===== config.mk =====
export PLATFORM = sky130hd
export DESIGN_NAME = led_seq_ctrl
export DESIGN_NICKNAME = d
export VERILOG_FILES = /design/src/rtl/led_seq_ctrl_pkg.sv /design/src/rtl/led_prescaler.sv /design/src/rtl/led_seq_ctrl.sv
export SDC_FILE = /design/constraint.sdc
export NUM_CORES = 1
export LEC_CHECK = 0
export CAP_MARGIN = 20
export CORE_ASPECT_RATIO = 0.8
export CORE_MARGIN = 2
export CORE_UTILIZATION = 53
export CTS_CLUSTER_DIAMETER = 80
export DETAILED_ROUTE_END_ITERATION = 10
export DONT_BUFFER_PORTS = 1
export GPL_TIMING_DRIVEN = 0
export PLACE_DENSITY = 0.73
export SLEW_MARGIN = 40
export SYNTH_ARGS = -nofsm -noshare
export SYNTH_HDL_FRONTEND = slang
export SYNTH_SLANG_ARGS = --single-unit

===== constraint.sdc =====
create_clock -name clk -period 1.9 [get_ports clk]
set_clock_uncertainty 0.2 [all_clocks]
set_input_delay 0.38 -clock clk [delete_from_list [all_inputs] [get_ports clk]]
set_output_delay 0.38 -clock clk [all_outputs]
set_load 0.02 [all_outputs]

===== src/rtl/led_seq_ctrl_pkg.sv =====
// Shared definitions for the LED sequencer: mode and FSM encodings, plus the
// bouncing-scan step function used by the pattern engine.
package led_seq_ctrl_pkg;

    // Pattern selected by the requester and driven onto the pads
    typedef enum logic [1:0] {
        MODE_BIN     = 2'd0,
        MODE_SCAN    = 2'd1,
        MODE_BREATHE = 2'd2,
        MODE_OFF     = 2'd3
    } mode_e;

    // Mode-change handshake states
    typedef enum logic {
        ST_RUN    = 1'b0,
        ST_SWITCH = 1'b1
    } fsm_e;

    // Bouncing scan position and direction (up = towards bit 7)
    typedef struct packed {
        logic [2:0] pos;
        logic       up;
    } scan_t;

    localparam scan_t SCAN_START = '{pos: 3'd0, up: 1'b1};

    // One scan step; turns at either end without repeating the end position
    function automatic scan_t scan_next(input scan_t s);
        scan_t n;
        n = s;
        if (s.up) begin
            if (s.pos == 3'd7) begin
                n.pos = 3'd6;
                n.up  = 1'b0;
            end else begin
                n.pos = s.pos + 3'd1;
            end
        end else begin
            if (s.pos == 3'd0) begin
                n.pos = 3'd1;
                n.up  = 1'b1;
            end else begin
                n.pos = s.pos - 3'd1;
            end
        end
        return n;
    endfunction

endpackage


===== src/rtl/led_prescaler.sv =====
// Free-running prescaler; emits a one-clock tick when the count is all-ones,
// so the pattern engine steps once every 2**PRESC_W clocks.
module led_prescaler #(
    parameter int PRESC_W = 18
) (
    input  logic clk,
    input  logic rst,
    output logic tick
);

    logic [PRESC_W-1:0] presc_q;
    logic [PRESC_W-1:0] presc_d;

    assign presc_d = presc_q + PRESC_W'(1);

    // Terminal-count decode of the registered count
    assign tick = &presc_q;

    // Wrapping up-counter
    always_ff @(posedge clk or posedge rst) begin
        // NOTE: state registers use non-blocking assignments so every flop
        // samples pre-edge values regardless of statement order.
        if (rst) begin
            presc_q <= '0;
        end else begin
            presc_q <= presc_d;
        end
    end

endmodule


===== src/rtl/led_seq_ctrl.sv =====
// LED pattern sequencer: binary count, bouncing scan, PWM breathe or off,
// stepped on a prescaled tick. Mode changes arrive over a valid/ready
// handshake and are applied only on a tick boundary.
module led_seq_ctrl
    import led_seq_ctrl_pkg::*;
#(
    parameter int         PRESC_W    = 18,
    parameter int         PWM_W      = 4,
    parameter logic [1:0] RESET_MODE = 2'd0
) (
    input  logic       clk,
    input  logic       rst,
    input  logic       mode_req_valid,
    input  logic [1:0] mode_req,
    output logic       mode_req_ready,
    output logic [1:0] cur_mode,
    output logic       tick,
    output logic [7:0] leds
);

    localparam logic [PWM_W-1:0] LEVEL_MAX = '1;
    localparam logic [PWM_W-1:0] LEVEL_ONE = PWM_W'(1);

    logic             tick_w;

    fsm_e             fsm_q;
    mode_e            pend_q;
    mode_e            cur_mode_q;
    logic             ready_q;

    logic [7:0]       cnt_q,      cnt_d;
    scan_t            scan_q,     scan_d;
    logic [PWM_W-1:0] level_q,    level_d;
    logic             level_up_q, level_up_d;
    logic [PWM_W-1:0] pwm_q,      pwm_d;
    logic [7:0]       leds_q,     leds_d;

    logic             advance;
    logic             restart;

    led_prescaler #(
        .PRESC_W(PRESC_W)
    ) u_prescaler (
        .clk (clk),
        .rst (rst),
        .tick(tick_w)
    );

    // A tick in RUN steps the active pattern; a tick in SWITCH applies the
    // pending mode and restarts the patterns instead of stepping them.
    assign advance = (fsm_q == ST_RUN)    && tick_w;
    assign restart = (fsm_q == ST_SWITCH) && tick_w;
    assign pwm_d   = pwm_q + LEVEL_ONE;

    // Next pattern state for the active mode
    always_comb begin
        // NOTE: every signal gets a default first so no path leaves it
        // unassigned, which would infer a latch.
        cnt_d      = cnt_q;
        scan_d     = scan_q;
        level_d    = level_q;
        level_up_d = level_up_q;
        if (restart) begin
            cnt_d      = '0;
            scan_d     = SCAN_START;
            level_d    = '0;
            level_up_d = 1'b1;
        end else if (advance) begin
            case (cur_mode_q)
                MODE_BIN:  cnt_d  = cnt_q + 8'd1;
                MODE_SCAN: scan_d = scan_next(scan_q);
                MODE_BREATHE: begin
                    if (level_up_q) begin
                        if (level_q == LEVEL_MAX) begin
                            level_d    = level_q - LEVEL_ONE;
                            level_up_d = 1'b0;
                        end else begin
                            level_d = level_q + LEVEL_ONE;
                        end
                    end else begin
                        if (level_q == '0) begin
                            level_d    = LEVEL_ONE;
                            level_up_d = 1'b1;
                        end else begin
                            level_d = level_q - LEVEL_ONE;
                        end
                    end
                end
                default: ; // OFF: pattern state holds
            endcase
        end
    end

    // Pad value for the current mode, pattern state and PWM phase
    always_comb begin
        leds_d = 8'h00;
        case (cur_mode_q)
            MODE_BIN:     leds_d = cnt_q;
            MODE_SCAN:    leds_d = 8'd1 << scan_q.pos;
            MODE_BREATHE: leds_d = (pwm_q < level_q) ? 8'hFF : 8'h00;
            default:      leds_d = 8'h00;
        endcase
    end

    // Mode-change handshake FSM with registered ready and current mode
    always_ff @(posedge clk or posedge rst) begin
        if (rst) begin
            fsm_q      <= ST_RUN;
            pend_q     <= MODE_BIN;
            cur_mode_q <= mode_e'(RESET_MODE);
            ready_q    <= 1'b1;
        end else begin
            case (fsm_q)
                ST_RUN: begin
                    if (mode_req_valid && ready_q) begin
                        pend_q  <= mode_e'(mode_req);
                        fsm_q   <= ST_SWITCH;
                        ready_q <= 1'b0;
                    end
                end
                ST_SWITCH: begin
                    if (tick_w) begin
                        cur_mode_q <= pend_q;
                        fsm_q      <= ST_RUN;
                        ready_q    <= 1'b1;
                    end
                end
                default: begin
                    fsm_q   <= ST_RUN;
                    ready_q <= 1'b1;
                end
            endcase
        end
    end

    // Pattern state registers
    always_ff @(posedge clk or posedge rst) begin
        if (rst) begin
            cnt_q      <= '0;
            scan_q     <= SCAN_START;
            level_q    <= '0;
            level_up_q <= 1'b1;
        end else begin
            cnt_q      <= cnt_d;
            scan_q     <= scan_d;
            level_q    <= level_d;
            level_up_q <= level_up_d;
        end
    end

    // Free-running PWM phase and registered pad drive
    always_ff @(posedge clk or posedge rst) begin
        if (rst) begin
            pwm_q  <= '0;
            leds_q <= 8'h00;
        end else begin
            pwm_q  <= pwm_d;
            leds_q <= leds_d;
        end
    end

    assign mode_req_ready = ready_q;
    assign cur_mode       = cur_mode_q;
    assign tick           = tick_w;
    assign leds           = leds_q;

endmodule


* Word-level counts from Yosys, hierarchy flattened
Index checks and enable logic that the tools add are counted.
Word-level totals: word-level logic and storage cells 76, output and inout port bits 12, flip-flop bits (word level) 53, input port bits 5
Cells by class: reduce and logical (&&, ||, !) cells 17, magnitude comparators 1, shift operators 1, equality and inequality tests 6, bitwise gates (word level) 1, add/sub/neg operators 7, mux-type cells 31
Operators with widths (count):
- $mux W4 | 10
- $mux W8 | 4
- $pmux W8 S3 | 1
- $reduce_and A19 Y1 | 1
- $add A18 B1 Y18 const B | 1
- $reduce_and A18 Y1 | 1
- $mux W1 | 12
- $reduce_and A2 Y1 | 5
- $add A4 B1 Y4 const B | 2
- $add A8 B1 Y8 const B | 1
- $reduce_bool A2 Y1 | 4
- $shl A1 B3 Y8 const A | 1
- $mux W3 | 2
- $eq A4 B4 Y1 const B | 1
- $logic_not A4 Y1 | 1
- $lt A4 B4 Y1 | 1
- $pmux W1 S2 | 2
- $sub A4 B1 Y4 const B | 1
- $add A3 B1 Y3 const B | 1
- $eq A3 B3 Y1 const B | 1
- $logic_and A1 B1 Y1 | 3
- $logic_not A3 Y1 | 1
- $sub A3 B1 Y3 const B | 1
- $eq A2 B1 Y1 const B | 1
- other kinds (5) | 5

* Logic depth before layout (Yosys ltp)
Gate-level depths: netlist of the first run.
depth after elaboration 6, gate-level depth with buffers 8, depth with buffers taken out 7

* Cells and area by module
From an unflattened synthesis of the first run, not the netlist that was laid out.
Unflattened totals: cell total of the unflattened synthesis 278, area total of the unflattened synthesis 2735.1 µm²
By module, submodules not included:
- led_seq_ctrl | area each 1933.1 µm², times used 1, seq. area each 879.6 µm², cells an instance 211
- led_prescaler | area each 802.0 µm², times used 1, seq. area each 450.4 µm², cells an instance 67

* Least setup slack after synthesis of the first run
No wires, ideal clock.
kind register -> register, start register u_prescaler.presc_q[0], end register cnt_q[1], required time 1.578 ns, buffers on the path 1, stages on the path, launching flop included 9, arrival 1.824 ns, clock period less this slack 2.146 ns, setup slack -0.246 ns, setup time 0.122 ns, cells stage by stage dfrtp_1 > ha_1 > nand3_1 > or3_4 > or2_4 > inv_1 > buf_4 > o21ai_1 > a32o_1
Between the ends: word-level cells in the longest chain between the ends 4, elaborated cells between the ends (all ways) 7, classes of those cells mux (1); reduce/logical (6)
RTL lines:
- from (decl) | line led_prescaler.sv:11 | logic [PRESC_W-1:0] presc_q;
- from (signal assigned) | line led_prescaler.sv:26 | presc_q <= presc_d;
- $reduce_and A18 Y1 * | line led_prescaler.sv:17 | assign tick = &presc_q;
- via tick | line led_seq_ctrl.sv:17 | output logic tick,
- $logic_and A1 B1 Y1 (on tied branches) | line led_seq_ctrl.sv:52, led_seq_ctrl.sv:51
- $reduce_bool A2 Y1 (no source line)
- $reduce_and A2 Y1 (no source line)
- to (signal assigned) | line led_seq_ctrl.sv:144 | cnt_q <= cnt_d;
- to (decl) | line led_seq_ctrl.sv:31 | logic [7:0] cnt_q, cnt_d;
Mark *: on every way through the listed nets, which the timed path passes. The rest lies on a longest branch. A chain may end at the register's enable or synchronous reset.

* Worst setup path in the final report of the first run
start register u_prescaler.presc_q[12], end output port tick
Between the ends: word-level cells in the longest chain between the ends 1
RTL lines (line):
- $reduce_and A18 Y1 | led_prescaler.sv:17
- to (decl) | led_seq_ctrl.sv:17
No other way between the ends.

==> impl_results.md, run 1 <==
- Status: complete, but fails checks
- Violated checks: setup timing
- Reg clk slew, reported paths: 100 ps
- Clock buffer depth: 2
- R2R cell count: 8
- CP max FO: 5
- Worst Hold Class: input port to flip-flop
- Antenna cells: 0
- Vias: about 2100
- Crit share post-route: 123%
- Relative slew slack: 57.8%
- Routed WL: 6020 um
- Area grow syn2layout: 25.5%
- Synth top area share: 45.4%
- Initial core utilization: 55.0%
- Yosys warns: 0
- Post-synth ARST share: between 90% and 100%
- RSZ-0062 raised after global routing: true
- Fin cells: 361
- Vias per cell: 5.92
- Final hold vios: 0
- Mapped Nets: 289
- Insertion delay of the later-clocked pin in the worst-skew pair: 310 ps
- Die height: 68.5 um
- Cell count of the worst hold path: 1
- ANT nets after route: 0
- Vias in the first global route: 1879
- Worst endpoint required time: 1320 ps
- Critical path's largest stage delay: between 400 and 500 ps
- First-pass GRT wire length: 9290 um
- Critical path type: flip-flop to output port
- GR Util All Layers: 20.9%
- Most used DFF post-synth: dfrtp_1
- Syn_area_per_cell: 10.2 sq um
- Crit path arrival time: 1750 ps
- Gpl congestion: 0.910
- Crit. End Element: output port
- Final #Nets: 316
- I/O pin count: 17
- DRC: 0
- HPWL Detailed: 3770 um
- Pleak: 1.61 nW
- WP depth: 5
- Area leader, netlist: dfrtp_1
- Buf/Inv on CP: 2
- CP cell instances: and3_1 -> nand4_1 -> or2_4 -> inv_4 -> buf_8
- Final setup viols: 25
- Total power: 0.00182 W
- DR pass1 iterations: 4
- Maximum vdd ir drop: approximately 0.00046 V
- Core area: roughly 0.0050 sq mm
- Post-Place Cells: 334
- Std-Cell Rows: 23
- Area of the die: 0.00579 sq mm
- Post-route cell area: 0.00346 sq mm
- TritonCTS sink count: 53
- Register area share after synthesis: 48.3%
- Total grt overflow: 0
- Final core area utilization: 69.0%
- Placement Cell Area: 0.00287 sq mm
- Critical Path Start Type: flip-flop
- Cell area after synthesis: between 0.002 and 0.003 sq mm
- Detailed Route Iter0 Violations: 142
- Port buffer count: 0
- Max_cap viols: 0
- Fill count: about 360
- Number of flops mapped to enable cells by yosys: 0
- Tmin final: 2330 ps
- Wire length per cell: 16.7 um
- CTS root buf: clkbuf_8
- Setup slack after layout: -433 ps
- Slowest-stage cell, CP: dfrtp_1
- CTS tree: yes
- Synth top area cells: dfrtp_1 (45%), ha_1 (5.9%), xor2_1 (3.5%), dfstp_2 (2.9%), nand2_1 (2.7%)
- Largest net degree at the start of global routing: 37
- Worst-margin pin slew: 634 ps
- Achievable frequency: 429 MHz
- Die Span X: ~85 um
- PwrDens: 527 mW/mm^2
- Cell variety after synth: 52
- Worst hold slack: 15.8 ps
- Initial antenna violation count: 0
- Share of cells above drive strength 1: 27.8%
- Delay-heaviest family, CP: simple AND/OR/NAND/NOR gates
- Synth Instances: 271
- Max Transition Viols Final: 0
- FF+latch count, synth: 53
- H-tree Lvls: 2
- Inserted Clock Buffers: 5
-- synthesized netlist by cell type, drive strengths merged (8+ instances only) --
cell and n:
dfrtp 50, nand2 20, nor2 19, inv 17, o21ai 17, a21oi 14, ha 13, xor2 11
nand3 10, nor2b 9, and3 8, clkbuf 8, xnor2 8
-- report_power, final --
| group | internal, W | total (W) | switching [W] |
|---|---|---|---|
| logic | 0.00000746 | 0.0000300 | 0.0000225 |
| clock network | 0.000297 | 0.000665 | 0.000368 |
| registers | 0.00113 | 0.00113 | 0 |
-- layer usage --
| metal | vias to the layer above | GRT usage (%) | share of wire, % |
|---|---|---|---|
| li1 | 1025 | - | - |
| met1 | 1043 | 30.6 | 48 |
| met2 | 58 | 30.5 | 46 |
| met3 | 11 | 4.34 | 4.8 |
| met4 | 0 | 8.13 | 1.4 |
| met5 | - | 0 | 0 |
-- worst register-to-register path, delay by kind of cell (launching register included) --
family                 cells  cell delay, ps
and+or+nand+nor            4             880
DFF                        1             420
buffers and inverters      3             560
AOI/OAI and AO/OA          1              90
-- layout make-up --
| class | count | area, sq um | area share, % |
|---|---|---|---|
| Inverter | 18 | 73.8 | 2.14 |
| Multi-Input combinational cell | 189 | 1540 | 44.7 |
| Timing Repair Buffer | 21 | 256 | 7.42 |
| Sequential cell | 53 | 1330 | 38.5 |
| Clock inverter | 1 | 7.51 | 0.217 |
| Clock buffer | 7 | 86.3 | 2.50 |
| Tap cell | 62 | 77.6 | 2.24 |
| Buffer | 10 | 80.1 | 2.32 |
-- cell families (layout without fill, tap and decap cells) --
family	Yosys count	in the layout	synth area share, %
adders and majority gates	13	13	5.91
buffers and inverters	29	57	4.63
DFF	53	53	48.3
muxes	6	6	2.82
AOI/OAI and AO/OA	66	66	16.4
and+or+nand+nor	85	85	15.9
xor gates and xnor gates	19	19	6.04
-- worst paths after layout --
kind	startpoint	endpoint	slack (ps)
setup / recovery	u_prescaler.presc_q[12]	tick	-430
hold / removal	mode_req[1]	pend_q[1]	20
setup reg to reg	u_prescaler.presc_q[12]	level_q[1]	-400
hold reg to reg	u_prescaler.presc_q[17]	u_prescaler.presc_q[17]	270
max in group asynchronous	rst	mode_req_ready	710
min in group asynchronous	rst	leds[7]	270
-- cells in the final DEF, fill, tap and decap left out, drive strengths merged, types with 5 or more instances in the layout --
cell type and count:
dfrtp 50, nand2 20, buf 20, nor2 19
inv 17, o21ai 17, a21oi 14, clkbuf 14
ha 13, xor2 11, nand3 10, nor2b 9
xnor2 8, and3 8, nand4 5, a31oi 5
-- flip-flops by register name, indices dropped and copies added (netlist names) --
signal,count
cur_mode,2
cnt_q,8
u_prescaler.presc_q,18
mode_req_ready,1
pwm_q,4
level_q,4
pend_q,2
fsm_q,1
leds,8
level_up_q,1
scan_q,4
-- per-stage QoR --
| stage | TNS [ps] | worst slack, ps |
|---|---|---|
| after floorplan | -1790 | -171 |
| after global placement | -30970 | -510 |
| after detailed placement | -6140 | -347 |
| after CTS | -6180 | -468 |
| after global routing | -8870 | -521 |
| final | -6360 | -433 |
-- what timing repair did --
| item | in CTS | in global routing |
|---|---|---|
| endpoints found under the hold margin | 52 | 0 |
| cloned | 3 | 0 |
| setup buffers | 8 | 8 |
| setup endpoints to repair | 29 | 37 |
| pin swaps | 8 | 20 |
| hold buffers | 2 | 0 |
| gates resized for setup | 21 | 47 |
Power figures use the tool's default switching activity.
==> run 2: changes to the inputs <==
--- a/config.mk
+++ b/config.mk
@@ -6,14 +6,16 @@
 export NUM_CORES = 1
 export LEC_CHECK = 0
 export CAP_MARGIN = 20
+export CELL_PAD_IN_SITES_DETAIL_PLACEMENT = 1
+export CELL_PAD_IN_SITES_GLOBAL_PLACEMENT = 2
 export CORE_ASPECT_RATIO = 0.8
 export CORE_MARGIN = 2
-export CORE_UTILIZATION = 53
+export CORE_UTILIZATION = 37
 export CTS_CLUSTER_DIAMETER = 80
 export DETAILED_ROUTE_END_ITERATION = 10
 export DONT_BUFFER_PORTS = 1
 export GPL_TIMING_DRIVEN = 0
-export PLACE_DENSITY = 0.73
+export PLACE_DENSITY = 0.77
 export SLEW_MARGIN = 40
 export SYNTH_ARGS = -nofsm -noshare
 export SYNTH_HDL_FRONTEND = slang
==> impl_results.md, run 2 (same netlist as run 1, synthesis figures left out) <==
- Tmin final: 2370 ps (+35.0 ps)
- Vias: 2154 (+0.80%)
- Commonest non-fill, non-tap cells in the layout: dfrtp_1 (47), nand2_1 (14), inv_1 (14), a21oi_1 (13)
- Crit path from: u_prescaler.presc_q[1]
- Violated checks: setup timing
- Std-Cell Rows: 28 (+22%)
- Status: complete, but fails checks
- GR Util All Layers: 18.0% (-2.8 points)
- Reg2Reg Setup Slack: -470 ps (-70 ps)
- Final setup viols: 29 (+16%)
- Insertion delay of the later-clocked pin in the worst-skew pair: 320 ps (about the same)
- Met2 usage: 26.6% (-3.9 points)
- M3 GR Usage: 3.53% (-0.81 points)
- Port buffer count: 0 (unchanged)
- Critical path's largest stage delay: 410 ps (about the same)
- Slowest-stage cell, CP: dfrtp_1
- Critical path type: flip-flop to flip-flop
- Area of the die: 0.00815 sq mm (+41%)
- Vias per cell: 5.43 (-8.3%)
- Crit path arrival time: 2350 ps (+600 ps)
- Initial core utilization: 37.6% (-17 points)
- Commonest non-fill, non-tap cell in the layout: dfrtp_1
- Pleak: 1.63 nW (+0.88%)
- Final hold vios: 0 (unchanged)
- Total grt overflow: 0 (unchanged)
- Vias in the first global route: 2127 (+13%)
- First-pass GRT wire length: 11400 um (+22%)
- H-tree Lvls: 2 (unchanged)
- CP cell instances: ha_4 -> nand3_4 -> or3_4 -> or2_4 -> buf_4 -> buf_6 -> buf_12 -> buf_8 -> a21oi_4 -> o31ai_2
- Crit share post-route: 125% (+1.8 points)
- R2R cell count: 10 (+2)
- Initial antenna violation count: 0 (unchanged)
- Achievable frequency: 422 MHz (-1.5%)
- Inserted Clock Buffers: 5 (unchanged)
- Top Usage Layer GRT: met1
- Relative slew slack: 57.4% (-0.32 points)
- Critical Path Start Type: flip-flop
- DR pass1 iterations: 4 (unchanged)
- Reg clk slew, reported paths: 100 ps (about the same)
- Detailed Route Iter0 Violations: 68 (-52%)
- Die height: 81.2 um (+19%)
- Largest net degree at the start of global routing: 28 (-24%)
- Buf/Inv on CP: 4 (+2)
- Maximum vdd ir drop: 0.000306 V (-33%)
- Worst-margin pin slew: 638 ps (+4.83 ps)
- Critical path endpoint: scan_q[2]
- Die Span X: 100 um (+19%)
- Reg-to-Reg End: scan_q[2]
- FF-to-FF Start: u_prescaler.presc_q[1]
- I/O pin count: 17 (unchanged)
- HPWL Detailed: 4550 um (+21%)
- Max Transition Viols Final: 0 (unchanged)
- Gpl congestion: 0.804 (-12%)
- Worst Hold Class: input port to flip-flop
- CTS root buf: clkbuf_8
- Total power: 0.00196 W (+7.3%)
- Max_cap viols: 0 (unchanged)
- CP max FO: 6 (+1)
- Clock buffer depth: 2 (unchanged)
- Core area: 0.00732 sq mm (+46%)
- TritonCTS sink count: 53 (unchanged)
- CTS tree: yes
- PwrDens: 539 mW/mm^2 (+2.2%)
- Share of cells above drive strength 1: 33.9% (+6.1 points)
- M1 GR Usage: 27.0% (-3.6 points)
- DRC: 0 (unchanged)
- Crit. End Element: flip-flop
- Routed WL: 7370 um (+22%)
- Antenna cells: 0 (unchanged)
- Wire length per cell: 18.6 um (+11%)
- Final #Nets: 324 (+2.5%)
- Worst endpoint required time: 1880 ps (+560 ps)
- Max FFs per register: 18 (unchanged)
- Delay-heaviest family, CP: simple AND/OR/NAND/NOR gates
- RSZ-0062 raised after global routing: true
- Setup slack after layout: -468 ps (-35.0 ps)
- Setup TNS: -9010 ps (-2650 ps)
- Area grow syn2layout: 31.8%
- Reg with most FFs: u_prescaler.presc_q
- ANT nets after route: 0 (unchanged)
- WP depth: 10 (+5)
-- run 2: per-layer routing --
metal / vias to the layer above / routed length (um) / share of wire [%]
met5: - / 0 / 0
met4: 0 / 57 / 0.77
met3: 6 / 193 / 2.6
met2: 25 / 3340 / 45
met1: 1092 / 3780 / 51
li1: 1031 / - / -
-- run 2: power by group --
part           switching (W)  internal (W)  total (W)
clock network       0.000402      0.000395   0.000797
logic              0.0000238    0.00000742  0.0000312
registers                  0       0.00113    0.00113
-- run 2: how the worst min path moves through the flow --
stage	startpoint	end	slack, ps	cells past startpoint
2_1_floorplan	mode_req_valid	mode_req_ready	230	1
3_3_place_gp	mode_req_valid	mode_req_ready	230	1
3_5_place_dp	rst	u_prescaler.presc_q[6]	60	1
4_1_cts	mode_req[0]	pend_q[0]	8	1
5_1_grt	mode_req[0]	pend_q[0]	6	1
6_report	mode_req[0]	pend_q[0]	20	1
-- run 2: cell type report --
class | instances | area [sq um]
Tap cell | 90 | 113
Inverter | 18 | 73.8
Multi-Input combinational cell | 189 | 1580
Fill cell | 800 | 3690
Clock inverter | 3 | 46.3
Sequential cell | 53 | 1330
Buffer | 9 | 61.3
Clock buffer | 5 | 68.8
Timing Repair Buffer | 30 | 354
-- run 2: timing repair --
action	in CTS	in global routing
hold endpoints to repair	27	0
resized for setup	20	68
cloned	2	1
hold buffers	2	0
pin swaps	6	20
setup buffers	9	15
setup endpoints to repair	33	36
-- run 2: stage by stage --
step / area [sq um] / hold slack (ps) / instances / worst slack [ps] / util, %
final: 3630 / 17.6 / 397 / -468 / 49.6
after global routing: 3630 / 6.46 / 397 / -544 / 49.6
after CTS: 3240 / 7.74 / 381 / -498 / 44.3
after detailed placement: 2900 / 58.6 / 362 / -379 / 39.7
after global placement: 2880 / 229 / 361 / -638 / 39.4
after floorplan: 2770 / 227 / 271 / -171 / -
==> run 3: changes to the inputs <==
--- a/config.mk
+++ b/config.mk
@@ -5,7 +5,6 @@
 export SDC_FILE = /design/constraint.sdc
 export NUM_CORES = 1
 export LEC_CHECK = 0
-export CAP_MARGIN = 20
 export CELL_PAD_IN_SITES_DETAIL_PLACEMENT = 1
 export CELL_PAD_IN_SITES_GLOBAL_PLACEMENT = 2
 export CORE_ASPECT_RATIO = 0.8
@@ -14,6 +13,7 @@
 export CTS_CLUSTER_DIAMETER = 80
 export DETAILED_ROUTE_END_ITERATION = 10
 export DONT_BUFFER_PORTS = 1
+export GPL_ROUTABILITY_DRIVEN = 0
 export GPL_TIMING_DRIVEN = 0
 export PLACE_DENSITY = 0.77
 export SLEW_MARGIN = 40
==> results of run 3 <==
Final layout, timing and power as in run 2 (identical DEF).
